**src/rtl/ma_request_arbiter.sv**
```systemverilog
// Round-robin arbiter from the BDD pipeline requesters into the MA unit, tagging in-order replies
// with the owning requester ID. Define MA_ARB_STATS_EN to add grant/stall statistics outputs.
module ma_request_arbiter #(
  parameter int NUM_REQ   = 3,
  parameter int TAG_DEPTH = 8,
  parameter int TAG_BITS  = 3
) (
  input  logic                 clk,
  input  logic                 reset,
  input  logic [NUM_REQ*128-1:0] asi_req_data,
  input  logic [NUM_REQ-1:0]   asi_req_valid,
  output logic [NUM_REQ-1:0]   asi_req_ready,
  output logic [127:0]         aso_mem_data,
  output logic                 aso_mem_valid,
  input  logic                 aso_mem_ready,
  input  logic [95:0]          asi_mem_data,
  input  logic                 asi_mem_valid,
  output logic [95:0]          aso_result_data,
  output logic [1:0]           aso_result_channel,
  output logic                 aso_result_valid,
  output logic                 orphan_error
`ifdef MA_ARB_STATS_EN
  ,
  output logic [NUM_REQ*16-1:0] stat_grants,
  output logic [15:0]           stat_stall
`endif
);

  // Handshakes: a request transfers on a cycle where valid && ready are both high; valid never
  // waits on ready. Replies and results have no backpressure and transfer whenever valid is high.

  // MA_REQUEST TYPE_2 occupies payload bits [127:126]; 2'd2 is WRITE_NODE_NEXT, 2'd3 is reserved.
  localparam int                TYPE_LSB         = 126;
  localparam logic [1:0]        TYPE_FETCH_NODE  = 2'd0;
  localparam logic [1:0]        TYPE_INSERT_NODE = 2'd1;
  localparam logic [TAG_BITS:0] TAG_FULL_COUNT   = (TAG_BITS + 1)'(TAG_DEPTH);

  logic [1:0]          rrPtr;
  logic [1:0]          nextPtr;
  logic [2:0]          rrCand;
  logic [NUM_REQ-1:0]  expectsReply;
  logic [NUM_REQ-1:0]  eligible;
  logic                canLoad;
  logic                grantHit;
  logic [1:0]          grantIdx;
  logic [127:0]        grantData;
  logic                load;
  logic                push;
  logic                pop;
  logic                tagEmpty;
  logic                tagFull;
  logic                tagRoom;

  logic [1:0]          tagMem [TAG_DEPTH];
  logic [TAG_BITS-1:0] tagWrPtr;
  logic [TAG_BITS-1:0] tagRdPtr;
  logic [TAG_BITS:0]   tagCount;

  always_comb begin
    expectsReply = '0;
    for (int i = 0; i < NUM_REQ; i++) begin
      expectsReply[i] = (asi_req_data[i*128+TYPE_LSB +: 2] == TYPE_FETCH_NODE) ||
                        (asi_req_data[i*128+TYPE_LSB +: 2] == TYPE_INSERT_NODE);
    end
  end

  assign tagEmpty = (tagCount == '0);
  assign tagFull  = (tagCount == TAG_FULL_COUNT);
  assign pop      = asi_mem_valid && !tagEmpty;
  // A reply popping this cycle frees the slot a new reply-expecting grant would push into.
  assign tagRoom  = !tagFull || pop;
  assign canLoad  = !aso_mem_valid || aso_mem_ready;
  assign eligible = asi_req_valid & (~expectsReply | {NUM_REQ{tagRoom}});

  always_comb begin
    grantHit = 1'b0;
    grantIdx = '0;
    rrCand   = '0;
    for (int k = 0; k < NUM_REQ; k++) begin
      rrCand = {1'b0, rrPtr} + 3'(k);
      if (rrCand >= 3'(NUM_REQ)) rrCand = rrCand - 3'(NUM_REQ);
      if (!grantHit && eligible[rrCand[1:0]]) begin
        grantHit = 1'b1;
        grantIdx = rrCand[1:0];
      end
    end
  end

  assign load      = canLoad && grantHit;
  assign push      = load && expectsReply[grantIdx];
  assign grantData = asi_req_data[grantIdx*128 +: 128];
  assign nextPtr   = (grantIdx == 2'(NUM_REQ - 1)) ? 2'd0 : grantIdx + 2'd1;

  always_comb begin
    asi_req_ready = '0;
    if (load) asi_req_ready[grantIdx] = 1'b1;
  end

  always_ff @(posedge clk) begin
    if (reset) begin
      aso_mem_data  <= '0;
      aso_mem_valid <= 1'b0;
      rrPtr         <= '0;
    end else if (canLoad) begin
      if (grantHit) begin
        aso_mem_data  <= grantData;
        aso_mem_valid <= 1'b1;
        rrPtr         <= nextPtr;
      end else begin
        aso_mem_valid <= 1'b0;
      end
    end
  end

  always_ff @(posedge clk) begin
    if (push) tagMem[tagWrPtr] <= grantIdx;
  end

  always_ff @(posedge clk) begin
    if (reset) begin
      tagWrPtr <= '0;
      tagRdPtr <= '0;
      tagCount <= '0;
    end else begin
      if (push) tagWrPtr <= tagWrPtr + 1'b1;
      if (pop)  tagRdPtr <= tagRdPtr + 1'b1;
      case ({push, pop})
        2'b10:   tagCount <= tagCount + 1'b1;
        2'b01:   tagCount <= tagCount - 1'b1;
        default: tagCount <= tagCount;
      endcase
    end
  end

  always_ff @(posedge clk) begin
    if (reset) begin
      aso_result_data    <= '0;
      aso_result_channel <= '0;
      aso_result_valid   <= 1'b0;
      orphan_error       <= 1'b0;
    end else begin
      aso_result_valid <= pop;
      if (pop) begin
        aso_result_data    <= asi_mem_data;
        aso_result_channel <= tagMem[tagRdPtr];
      end
      if (asi_mem_valid && tagEmpty) orphan_error <= 1'b1;
    end
  end

`ifdef MA_ARB_STATS_EN
  logic stallCycle;
  assign stallCycle = (|(asi_req_valid & expectsReply)) && !tagRoom;

  always_ff @(posedge clk) begin
    if (reset) begin
      stat_grants <= '0;
      stat_stall  <= '0;
    end else begin
      for (int i = 0; i < NUM_REQ; i++) begin
        if (load && grantIdx == 2'(i)) stat_grants[i*16 +: 16] <= stat_grants[i*16 +: 16] + 16'd1;
      end
      if (stallCycle && stat_stall != 16'hFFFF) stat_stall <= stat_stall + 16'd1;
    end
  end
`endif

endmodule
```
**config.mk**
```make
export PLATFORM = sky130hd
export DESIGN_NAME = ma_request_arbiter
export DESIGN_NICKNAME = d
export VERILOG_FILES = /design/src/rtl/ma_request_arbiter.sv
export SDC_FILE = /design/constraint.sdc
export NUM_CORES = 1
export LEC_CHECK = 0
export CORE_AREA = 2 2 280 282
export CTS_CLUSTER_DIAMETER = 200
export DETAILED_ROUTE_END_ITERATION = 10
export DIE_AREA = 0 0 282 284
export GPL_TIMING_DRIVEN = 0
export PLACE_DENSITY = 0.4
export SYNTH_ARGS = -nofsm -noshare
export SYNTH_HDL_FRONTEND = slang
export SYNTH_SLANG_ARGS = --single-unit
```
**constraint.sdc**
```tcl
create_clock -name clk -period 3.8 [get_ports clk]
set_clock_uncertainty 0.1 [all_clocks]
set_input_delay 0.57 -clock clk [delete_from_list [all_inputs] [get_ports clk]]
set_output_delay 0.57 -clock clk [all_outputs]
set_load 0.005 [all_outputs]
```
==> flow_summary.ini <==
[synth]
synth_edf_count = 16
yosys.area.top_type = dfxtp_1
netlist_area_mm2 = 0.0110
syn_avg_cell_area_um2 = 8.48
yosysTopAreaCellShare_pct = 44.0
synth_area_leaders = dfxtp_1 44%, a21oi_1 11%, a211oi_1 8.9%
syn-num-nets = 1788
synth.distinct_cells = 47
yosys_most_used_dff = dfxtp_1
syn_inst = 1293
yosys_warnings = 0
async_flop_share_pct = 0
ys_seq_elements = 257
synth.yosys.seq_area_share_pct = 48.4

[clock_network]
cts_tree = done
clkLatencyLatePin_ns = 0.54
htreeDepth = 2
cts.clk_slew.worst_paths_ns = 0.06
cts_buffers = 35
cts_buffer_depth = 3
clockRootBuffer = clkbuf_16
cts.sink_count = 257

[routing]
via_per_inst = 4.11
wirelength_um = 68200
drtAntennaViolNets = 0
firstDrtPassIters = 5
drt_iter0_drc = 563
vias = 12852
drc_errors = 0
routedWlPerCell_um = 21.8

[sta]
hold_violations = 0
rsz0062_at_grt = yes
fin_ws_ns = 0.107
drv_slew = 0
fmax_mhz = 271
slew_headroom_pct = 27.1
setup_violations = 0
worst_pin_slew_ns = 1.09
whs_ns = 0.351
fin_crit_ns = 3.69
fin_crit_sh_pct = 97.2

[floorplanning]
rows = 102
die_area_mm2 = 0.0801
fp.coreArea_mm2 = 0.0770
start_util_pct = 14.2
num_io_pins = 719
die_w_um = 282
die_h_um = 284

[final_layout]
multi_input_area_mm2 = 0.00507
diodes = 0
nNetsFinal = 2553
ff_latch_area_mm2 = 0.00531
layout_commonest_cell = clkdlybuf4s50_1
fillerInstances = 8334
layout_common_cells = 713 x clkdlybuf4s50_1, 238 x dfxtp_1, 235 x a21oi_1
fin_area_mm2 = 0.0209
fin_util_pct = 27.1
drive_gt1_share_pct = 7.15
area_growth_pct = 90.5

[run_status]
status = finished clean

[global_routing]
grt_start_max_net_pins = 19
grt_pass1_wl_um = 94400
grt_overflow_total = 0
antenna_found_initial = 9
grtUsageTotal_pct = 16.3
grt_pass1_vias = 13239

[pwr]
power_density_mw_per_mm2 = 622
irDropWorstVdd_mv = 0.268
p_total_mw = 13.0
power.leakage_nw = 7.40

[critical_path]
worstPathArrival_ns = 4.06
endpoint_kind = flop
worstSetupStartpointType = input port
crit_type = input port to flop
crit_fanout = 5
required_ns = 4.16
reg2regPathDepth = 15

[min_path]
min_path_cells = 2
hp-class = flop to flop

[placement]
dpl.hpwl_um = 55500
preCtsSetupSlack_ns = -1.05
place_area_mm2 = 0.0194
gp_congestion = 0.824
io_buffer_count = 717

[flow_run]
cap_violations = 0
==> state kept, by name, summed over array words and instances (netlist names) <==
register            cells
aso_mem_data          128
aso_mem_valid           1
aso_result_channel      2
aso_result_data        96
aso_result_valid        1
orphan_error            1
rrPtr                   2
tagCount                4
tagMem                 16
tagRdPtr                3
tagWrPtr                3
==> report_power, final <==
group	internal, mW	leakage [nW]	switching (mW)	total [mW]
clock	2.17	0.593	1.33	3.50
sequential	3.43	2.14	0.400	3.83
combinational	2.64	4.67	3.01	5.65
==> final cells by class <==
| type | instances | area share (%) |
|---|---|---|
| Timing Repair Buffer | 732 | 35.0 |
| Sequential cell | 257 | 25.4 |
| Multi-Input combinational cell | 902 | 24.3 |
| Tap cell | 1040 | 6.23 |
| Clock buffer | 50 | 4.95 |
| Buffer | 119 | 3.04 |
| Clock inverter | 13 | 0.875 |
| Inverter | 11 | 0.198 |
==> what timing repair did <==
item | in CTS | in global routing
setup endpoints to repair | 106 | 7
pin swaps | 5 | 5
setup buffers | 9 | 6
hold buffers | 0 | 0
gates resized for setup | 25 | 12
==> cells by family after synthesis <==
kind of cell               count (synthesis)  share of synthesized area [%]
adders and majority gates                  9                           1.07
DFF                                      257                           48.4
buffers and inverters                    134                           5.93
muxes                                      8                           1.20
AOI/OAI and AO/OA                        508                           29.5
xor gates and xnor gates                   5                          0.400
and+or+nand+nor                          372                           13.4
==> worst max-delay path: stages <==
cell and delay (ns):
clkdlybuf4s50_1 0.46, or2_2 0.32, o311a_1 0.33, a211oi_4 0.34, mux2i_1 0.28, o211ai_2 0.16, nor2_2 0.18, inv_2 0.10
ha_2 0.21, ha_1 0.27, a21o_1 0.19, a21oi_2 0.14, xnor2_1 0.08, or3_1 0.30, a21oi_1 0.13
==> Yosys cell counts, types with 4 or more instances <==
library cell,count
a211oi_1,130
a21oi_1,236
a22oi_1,127
buf_2,42
buf_6,12
clkbuf_1,66
dfxtp_1,241
edfxtp_1,16
ha_1,7
inv_1,10
mux4_2,4
nand2_1,202
nor2_1,144
nor3_1,5
o21ai_0,4
==> per-layer routing <==
layer / up-vias / global-route usage, % / routed length [um]
li1: 6198 / - / -
met1: 6030 / 17.8 / 26100
met2: 534 / 30.0 / 34600
met3: 76 / 5.51 / 6070
met4: 14 / 3.56 / 1370
met5: - / 0 / 100
==> metrics by stage <==
| step | TNS (ns) | cells |
|---|---|---|
| after floorplan | 0 | 1293 |
| after global placement | -74.30 | 3050 |
| after detailed placement | -81.01 | 3050 |
| after CTS | -0.187 | 3118 |
| after global routing | -0.0978 | 3124 |
| final | 0 | 3124 |
==> path summary, 6_finish.rpt <==
kind,to,start,slack [ns]
max reg2reg,tagCount[3]$_SDFFE_PP0P_,tagCount[1]$_SDFFE_PP0P_,0.12
max,tagCount[3]$_SDFFE_PP0P_,asi_req_data[383],0.11
min,aso_result_data[30]$_SDFFE_PP0P_,aso_result_data[30]$_SDFFE_PP0P_,0.35
min reg2reg,aso_result_data[30]$_SDFFE_PP0P_,aso_result_data[30]$_SDFFE_PP0P_,0.35
Note: power is estimated with default switching activity, not from simulation.
